<file path="config.mk">
export PLATFORM = sky130hd
export DESIGN_NAME = scaler_vpos_gen_flat
export DESIGN_NICKNAME = d
export VERILOG_FILES = /design/src/rtl/scaler_vpos_gen_if.sv /design/src/rtl/scaler_vpos_gen.sv /design/src/flat_wrapper.sv
export SDC_FILE = /design/constraint.sdc
export NUM_CORES = 1
export LEC_CHECK = 0
export ABC_AREA = 1
export BUFFER_PORTS_ARGS = -buffer_cell sky130_fd_sc_hd__buf_2
export CAP_MARGIN = 20
export CORE_UTILIZATION = 60
export CTS_BUF_LIST = sky130_fd_sc_hd__clkbuf_4
export CTS_CLUSTER_DIAMETER = 60
export CTS_CLUSTER_SIZE = 10
export DETAILED_ROUTE_END_ITERATION = 8
export PLACE_DENSITY = 0.86
export SLEW_MARGIN = 25
export SYNTH_ARGS = -nofsm -noshare
export SYNTH_HDL_FRONTEND = slang
export SYNTH_SLANG_ARGS = --single-unit
export TNS_END_PERCENT = 100
</file>
<file path="constraint.sdc">
create_clock -name SYS_CLK -period 10.65 [get_ports SYS_CLK]
set_input_delay 1.065 -clock SYS_CLK [delete_from_list [all_inputs] [get_ports SYS_CLK]]
set_output_delay 1.065 -clock SYS_CLK [all_outputs]
set_load 0.03 [all_outputs]
</file>
<file path="src/rtl/scaler_vpos_gen_if.sv">
// Vertical scaler position bundle: latched frame configuration and line requests in, per-line source pair and blend phase out.
interface scaler_vpos_gen_if #(parameter int PHASE_W = 8);
    logic [8:0]         vpos_1st_rdline_i;
    logic [8:0]         vlines_in_needed_i;
    logic [10:0]        vlines_out_i;
    logic [17:0]        v_interp_factor_i;
    logic               frame_start_i;
    logic               line_req_i;
    logic [8:0]         rdline_a_o;
    logic [8:0]         rdline_b_o;
    logic [PHASE_W-1:0] v_phase_o;
    logic               line_valid_o;
    logic               frame_done_o;
    logic               ovf_o;

    modport master (
        output vpos_1st_rdline_i, vlines_in_needed_i, vlines_out_i, v_interp_factor_i,
               frame_start_i, line_req_i,
        input  rdline_a_o, rdline_b_o, v_phase_o, line_valid_o, frame_done_o, ovf_o
    );

    modport slave (
        input  vpos_1st_rdline_i, vlines_in_needed_i, vlines_out_i, v_interp_factor_i,
               frame_start_i, line_req_i,
        output rdline_a_o, rdline_b_o, v_phase_o, line_valid_o, frame_done_o, ovf_o
    );
endinterface

</file>
<file path="src/rtl/scaler_vpos_gen.sv">
// Per-output-line vertical source pair + blend phase; 2-cycle request-to-valid, one line per cycle, no backpressure.
// SCALER_VPOS_CENTER_EN selects centre-aligned sampling (default: top-aligned).
module scaler_vpos_gen #(
    parameter int PHASE_W = 8
) (
    input  logic              SYS_CLK,
    input  logic              SYS_RST,
    scaler_vpos_gen_if.slave  io_vpos
);
    localparam int FRAC_LSB = 17 - PHASE_W;

    typedef enum logic [1:0] {ST_IDLE, ST_SETUP, ST_RUN, ST_DONE} state_t;

    state_t              r_state, w_state_nxt;
    logic                r_setup_cyc;
    logic [8:0]          r_1st, r_needed;
    logic [10:0]         r_out, r_cnt;
    logic [17:0]         r_factor;
    logic [26:0]         r_step;
    logic signed [28:0]  r_acc, r_s1_acc;
    logic                r_pend, r_s1_vld;
    logic                r_vld, r_done, r_ovf;
    logic [8:0]          r_rdline_a, r_rdline_b;
    logic [PHASE_W-1:0]  r_phase;

    logic                w_take, w_ovf_set, w_last;
    logic [26:0]         w_step;
    logic signed [28:0]  w_acc0;
    logic [10:0]         w_int;
    logic [PHASE_W-1:0]  w_frac, w_ph;
    logic [8:0]          w_nm1, w_a, w_b;

    assign w_step = r_needed * r_factor;
`ifdef SCALER_VPOS_CENTER_EN
    // Half an output line minus half a source line; negative offsets clamp to the first line.
    assign w_acc0 = $signed({3'b000, r_step[26:1]}) - 29'sd65536;
`else
    assign w_acc0 = 29'sd0;
`endif
    assign w_last = ({1'b0, r_cnt} + 12'd1) >= {1'b0, r_out};

    always_comb begin
        w_state_nxt = r_state;
        w_take      = 1'b0;
        w_ovf_set   = 1'b0;
        case (r_state)
            ST_SETUP: if (r_setup_cyc) w_state_nxt = ST_RUN;
            ST_RUN: begin
                w_take = r_pend | io_vpos.line_req_i;
                if (w_take && w_last) w_state_nxt = ST_DONE;
            end
            ST_DONE:  w_ovf_set = io_vpos.line_req_i;
            default:  ;
        endcase
        if (io_vpos.frame_start_i) begin
            w_state_nxt = ST_SETUP;
            w_take      = 1'b0;
            w_ovf_set   = 1'b0;
        end
    end

    always_ff @(posedge SYS_CLK or posedge SYS_RST) begin
        if (SYS_RST) r_state <= ST_IDLE;
        else         r_state <= w_state_nxt;
    end

    assign w_int  = r_s1_acc[27:17];
    assign w_frac = r_s1_acc[16:FRAC_LSB];
    assign w_nm1  = r_needed - 9'd1;

    always_comb begin
        w_a  = '0;
        w_b  = '0;
        w_ph = '0;
        if (!r_s1_acc[28]) begin
            if (w_int >= {2'b00, w_nm1}) begin
                w_a = w_nm1;
                w_b = w_nm1;
            end else begin
                w_a  = w_int[8:0];
                w_b  = w_int[8:0] + 9'd1;
                w_ph = w_frac;
            end
        end
    end

    always_ff @(posedge SYS_CLK or posedge SYS_RST) begin
        if (SYS_RST) begin
            r_setup_cyc <= 1'b0;
            r_1st       <= '0;
            r_needed    <= '0;
            r_out       <= '0;
            r_factor    <= '0;
            r_step      <= '0;
            r_acc       <= '0;
            r_cnt       <= '0;
            r_pend      <= 1'b0;
            r_s1_vld    <= 1'b0;
            r_s1_acc    <= '0;
            r_vld       <= 1'b0;
            r_done      <= 1'b0;
            r_ovf       <= 1'b0;
            r_rdline_a  <= '0;
            r_rdline_b  <= '0;
            r_phase     <= '0;
        end else begin
            r_vld <= 1'b0;
            if (io_vpos.frame_start_i) begin
                r_1st       <= io_vpos.vpos_1st_rdline_i;
                r_needed    <= io_vpos.vlines_in_needed_i;
                r_out       <= io_vpos.vlines_out_i;
                r_factor    <= io_vpos.v_interp_factor_i;
                r_cnt       <= '0;
                r_pend      <= 1'b0;
                r_s1_vld    <= 1'b0;
                r_done      <= 1'b0;
                r_ovf       <= 1'b0;
                r_setup_cyc <= 1'b0;
            end else begin
                if (r_state == ST_SETUP) begin
                    r_pend <= r_pend | io_vpos.line_req_i;
                    if (!r_setup_cyc) begin
                        r_step      <= w_step;
                        r_setup_cyc <= 1'b1;
                    end else begin
                        r_acc <= w_acc0;
                    end
                end
                // A pending and a live request together leave the live one pending.
                if (r_state == ST_RUN) r_pend <= r_pend & io_vpos.line_req_i;
                r_s1_vld <= w_take;
                if (w_take) begin
                    r_s1_acc <= r_acc;
                    r_acc    <= r_acc + $signed({2'b00, r_step});
                    r_cnt    <= r_cnt + 11'd1;
                    if (w_last) r_done <= 1'b1;
                end
                if (w_ovf_set) r_ovf <= 1'b1;
                if (r_s1_vld) begin
                    r_vld      <= 1'b1;
                    r_rdline_a <= r_1st + w_a;
                    r_rdline_b <= r_1st + w_b;
                    r_phase    <= w_ph;
                end
            end
        end
    end

    assign io_vpos.rdline_a_o   = r_rdline_a;
    assign io_vpos.rdline_b_o   = r_rdline_b;
    assign io_vpos.v_phase_o    = r_phase;
    assign io_vpos.line_valid_o = r_vld;
    assign io_vpos.frame_done_o = r_done;
    assign io_vpos.ovf_o        = r_ovf;
endmodule
</file>
<file path="src/flat_wrapper.sv">
// flat-port wrapper written by rule: the top's interface ports become plain ports
module scaler_vpos_gen_flat 
#(
    parameter int PHASE_W = 8
)
  (SYS_CLK, SYS_RST, io_vpos_vpos_1st_rdline_i, io_vpos_vlines_in_needed_i, io_vpos_vlines_out_i, io_vpos_v_interp_factor_i, io_vpos_frame_start_i, io_vpos_line_req_i, io_vpos_rdline_a_o, io_vpos_rdline_b_o, io_vpos_v_phase_o, io_vpos_line_valid_o, io_vpos_frame_done_o, io_vpos_ovf_o);
  scaler_vpos_gen_if #(.PHASE_W(PHASE_W)) io_vpos_i ();
  input  logic SYS_CLK;
  input  logic SYS_RST;
  input wire logic [$bits(io_vpos_i.vpos_1st_rdline_i)-1:0] io_vpos_vpos_1st_rdline_i;
  input wire logic [$bits(io_vpos_i.vlines_in_needed_i)-1:0] io_vpos_vlines_in_needed_i;
  input wire logic [$bits(io_vpos_i.vlines_out_i)-1:0] io_vpos_vlines_out_i;
  input wire logic [$bits(io_vpos_i.v_interp_factor_i)-1:0] io_vpos_v_interp_factor_i;
  input wire logic [$bits(io_vpos_i.frame_start_i)-1:0] io_vpos_frame_start_i;
  input wire logic [$bits(io_vpos_i.line_req_i)-1:0] io_vpos_line_req_i;
  output wire logic [$bits(io_vpos_i.rdline_a_o)-1:0] io_vpos_rdline_a_o;
  output wire logic [$bits(io_vpos_i.rdline_b_o)-1:0] io_vpos_rdline_b_o;
  output wire logic [$bits(io_vpos_i.v_phase_o)-1:0] io_vpos_v_phase_o;
  output wire logic [$bits(io_vpos_i.line_valid_o)-1:0] io_vpos_line_valid_o;
  output wire logic [$bits(io_vpos_i.frame_done_o)-1:0] io_vpos_frame_done_o;
  output wire logic [$bits(io_vpos_i.ovf_o)-1:0] io_vpos_ovf_o;
  assign io_vpos_i.vpos_1st_rdline_i = io_vpos_vpos_1st_rdline_i;
  assign io_vpos_i.vlines_in_needed_i = io_vpos_vlines_in_needed_i;
  assign io_vpos_i.vlines_out_i = io_vpos_vlines_out_i;
  assign io_vpos_i.v_interp_factor_i = io_vpos_v_interp_factor_i;
  assign io_vpos_i.frame_start_i = io_vpos_frame_start_i;
  assign io_vpos_i.line_req_i = io_vpos_line_req_i;
  assign io_vpos_rdline_a_o = io_vpos_i.rdline_a_o;
  assign io_vpos_rdline_b_o = io_vpos_i.rdline_b_o;
  assign io_vpos_v_phase_o = io_vpos_i.v_phase_o;
  assign io_vpos_line_valid_o = io_vpos_i.line_valid_o;
  assign io_vpos_frame_done_o = io_vpos_i.frame_done_o;
  assign io_vpos_ovf_o = io_vpos_i.ovf_o;
  scaler_vpos_gen #(.PHASE_W(PHASE_W)) u_core (.SYS_CLK(SYS_CLK), .SYS_RST(SYS_RST), .io_vpos(io_vpos_i));
endmodule
</file>
==> flow_metrics.tcl <==
set metrics [dict create \
    status "finished, final reports clean" \
    dieArea_mm2 0.0260 \
    synth_edf_count 0 \
    clk_latency_ns 0.62 \
    clk_pin_slew_ns 0.17 \
    final_cell_mix "642 x nand2_1, 381 x inv_1, 168 x dfrtp_1, 122 x o21ai_0, 116 x fa_1" \
    power_frac_comb_pct 67.0 \
    hp-class "reg2reg" \
    crit_required_ns 11.20 \
    r2r_start "u_core.r_needed[0]" \
    relSlewSlack_pct 38.6 \
    hold_path_startpoint "u_core.io_vpos.rdline_b_o[6]" \
    regToRegSetupSlack_ns 5.52 \
    cts_hold_buffers 0 \
    cts_resized 0 \
    synth_top_area_share_pct 27.6 \
    fill_cells 2112 \
    grt_use_total_pct 31.3 \
    die_h_um 161 \
    p_int_uw 1950 \
    crit_path_max_fanout 18 \
    clockPowerShare_pct 9.2 \
    syn_nets 2342 \
    drtAntennaViolNets 0 \
    grt_overflow 0 \
    cts_max_level 4 \
    syn_inst 2062 \
    seqPwrFrac_pct 23.8 \
    drc_errors 0 \
    gp_congestion 0.947 \
    tns_ns 0 \
    r2r-end "u_core.io_vpos.rdline_b_o[8]" \
    synth_top_area_cell "dfrtp_1" \
    clock-sinks 168 \
    clock_skew_ns 0.0484 \
    hold_path_depth 2 \
    wl_um 37800 \
    reg2reg_depth 25 \
    rows 57 \
    die_x_um 161 \
    ys_async_sr_fraction_pct 100 \
    p_per_area_mw_per_mm2 269 \
    io_buffers 79 \
    finalCriticalPeriod_ns 5.13 \
    core-area_mm2 0.0246 \
    synth_cell_types 56 \
    post_cts_buffers 0 \
    clk_path_buf_depth 2 \
    drt_pre_antenna_iters 5 \
    initial_core_util_pct 61.9 \
    cap_violations 0 \
    timing.fmax_mhz 195 \
    ios 80 \
    cts_tree "yes" \
    drive_gt1_share_pct 7.97 \
    switching_share_pct 55.1 \
    cts_buffers 17 \
    grt_pass1_vias 13600 \
    synth_flop_cell "dfrtp_1" \
    viasPerCell 5.50 \
    drtIter0Drc 1031 \
    grt_pass1_wl_um 65100 \
    startpoint "u_core.r_needed[0]" \
    p_switching_uw 2380 \
    setup_viol 0 \
    fin_util_pct 65.3 \
    final_common_cell "nand2_1" \
    synth_area_mm2 0.0152 \
    ctsRootBufferMaster "clkbuf_4" \
    irDropWorstVdd_mv 0.171 \
    dp_hpwl_um 29700 \
    wire_per_inst_um 15.5 \
    slew_viol_final 0 \
    critPathArrivalTime_ns 5.67 \
    final_hold_viol_count 0 \
    yosysSeqAreaShare_pct 27.6 \
    rsz0062_at_grt "no" \
    cp-end-kind "flip-flop" \
    ys_top_cells_by_area "dfrtp_1 28%, nand2_1 16%, fa_1 15%, inv_1 9.4%, ha_1 9.3%" \
    multiInputGateArea_mm2 0.00925 \
    worst_setup_path_start_kind "flip-flop" \
    syn_avg_cell_area_um2 7.39 \
    vias 13400 \
    setup.worst_path.class "reg2reg" \
    regArea_mm2 0.00420 \
    post-route-period-util_pct 48.1 \
    leakage_uw 0.00922 \
    yosysWarnings 0 \
    final_nets 2374 \
    whs_endpoint "u_core.io_vpos.rdline_b_o[6]" \
    synthToLayoutAreaGrowth_pct 5.46 \
    grt_start_max_net_pins 101 \
    grt_antenna_before_repair 1 \
    tightest_slew_ns 0.921 \
    ys_ff_latch 168 \
    holdWs_ns 0.499 \
]
## power groups by stage
| stage | combinational (uW) | clock, uW | sequential, uW |
|---|---|---|---|
| finish | 2900 | 399 | 1030 |
| detailed placement | 2870 | 0 | 1040 |
| global placement | 2800 | 0 | 1030 |
| CTS | 2890 | 405 | 1020 |
| floorplan | 2120 | 0 | 1030 |
| global route | 3310 | 426 | 1050 |
## sequential cells by signal (all words and copies together) (netlist names), 9 cells and up
register,count
u_core.io_vpos.rdline_a_o,9
u_core.io_vpos.rdline_b_o,9
u_core.r_1st,9
u_core.r_acc,29
u_core.r_cnt,11
u_core.r_factor,18
u_core.r_needed,9
u_core.r_out,11
u_core.r_s1_acc,20
u_core.r_step,27
## Yosys cell counts (2+ instances only)
master    number
o21bai_1       4
a31oi_1       18
fa_1         116
nor3_1        14
a21oi_1       99
nor2_1        92
or2_2          9
ha_1         113
a211oi_1       2
o21ai_0      122
a21oi_2        3
a32o_1         4
clkbuf_1      41
buf_2         19
dfrtp_1      168
inv_1        382
o21ai_2        4
o22ai_1        4
a21boi_0       3
o21ai_1       23
buf_1          7
nand2_1      642
nor2_2         5
nand3_1       66
nand2_2        6
xnor2_1        7
nand3_2        3
a22o_1         2
nand4_1       19
inv_2         11
nor3_2         2
o21a_1         3
nor4_1         2
a21o_1         5
xor2_1        20
nand3b_1       2
## per-layer routing
metal / wire (um) / GRT usage (%)
met1: 16300 / 41.2
met2: 18000 / 52.9
met3: 2220 / 3.65
met4: 1250 / 12.0
met5: 0 / 0
## per-stage QoR
| step | setup slack (ns) | area, um^2 | power [uW] | instances |
|---|---|---|---|---|
| after global routing | 5.00 | 16100 | 4780 | 2432 |
| after global placement | 5.66 | 15800 | 3830 | 2399 |
| after floorplan | 5.04 | 15200 | 3150 | 2062 |
| after detailed placement | 5.58 | 15800 | 3910 | 2399 |
| final | 5.52 | 16100 | 4330 | 2432 |
| after CTS | 5.56 | 16100 | 4310 | 2431 |
## cell families (layout without fill, tap and decap cells)
family	after synthesis	in the layout	synth area share, %
compound gates	301	301	10.9
xor+xnor	27	27	1.55
fa+ha+maj	229	229	24.5
buf+inv	463	508	11.7
flops	168	168	27.6
other cells	0	1	0
simple gates	874	874	23.7
## worst max path at each step
stage | endpoint | slack (ns) | cells past startpoint
CTS | u_core.io_vpos.rdline_b_o[8] | 5.56 | 25
finish | u_core.io_vpos.rdline_b_o[8] | 5.52 | 25
floorplan | u_core.io_vpos.frame_done_o | 5.04 | 1
detailed placement | u_core.io_vpos.rdline_b_o[8] | 5.58 | 25
global route | u_core.io_vpos.rdline_b_o[6] | 5.00 | 26
global placement | u_core.io_vpos.rdline_b_o[8] | 5.66 | 24
## layout make-up
type	instances	area share, %
repair buffers	83	2.65
flip-flops and latches	168	26.2
inverters	393	9.21
clock buffers	17	0.794
diodes	1	0.0156
well taps	324	2.52
clock inverters	15	1.08
multi-input cells	1431	57.6
## critical path: stages (launching register included)
cell	delay (ns)
dfrtp_1	0.65
inv_2	0.25
ha_1	0.24
nand2_1	0.08
nor2_1	0.24
nand3_1	0.13
xor2_1	0.21
ha_1	0.36
nand2_1	0.05
inv_1	0.06
nand3_1	0.07
nor2_1	0.11
nand2_1	0.11
nand2_1	0.34
inv_2	0.21
o21ai_0	0.26
a21oi_1	0.08
ha_1	0.22
fa_1	0.41
a21oi_1	0.24
o21ai_1	0.15
a31oi_1	0.32
inv_1	0.08
nand3_1	0.09
nand3_1	0.07
nand2_1	0.07
Power figures use the tool's default switching activity.
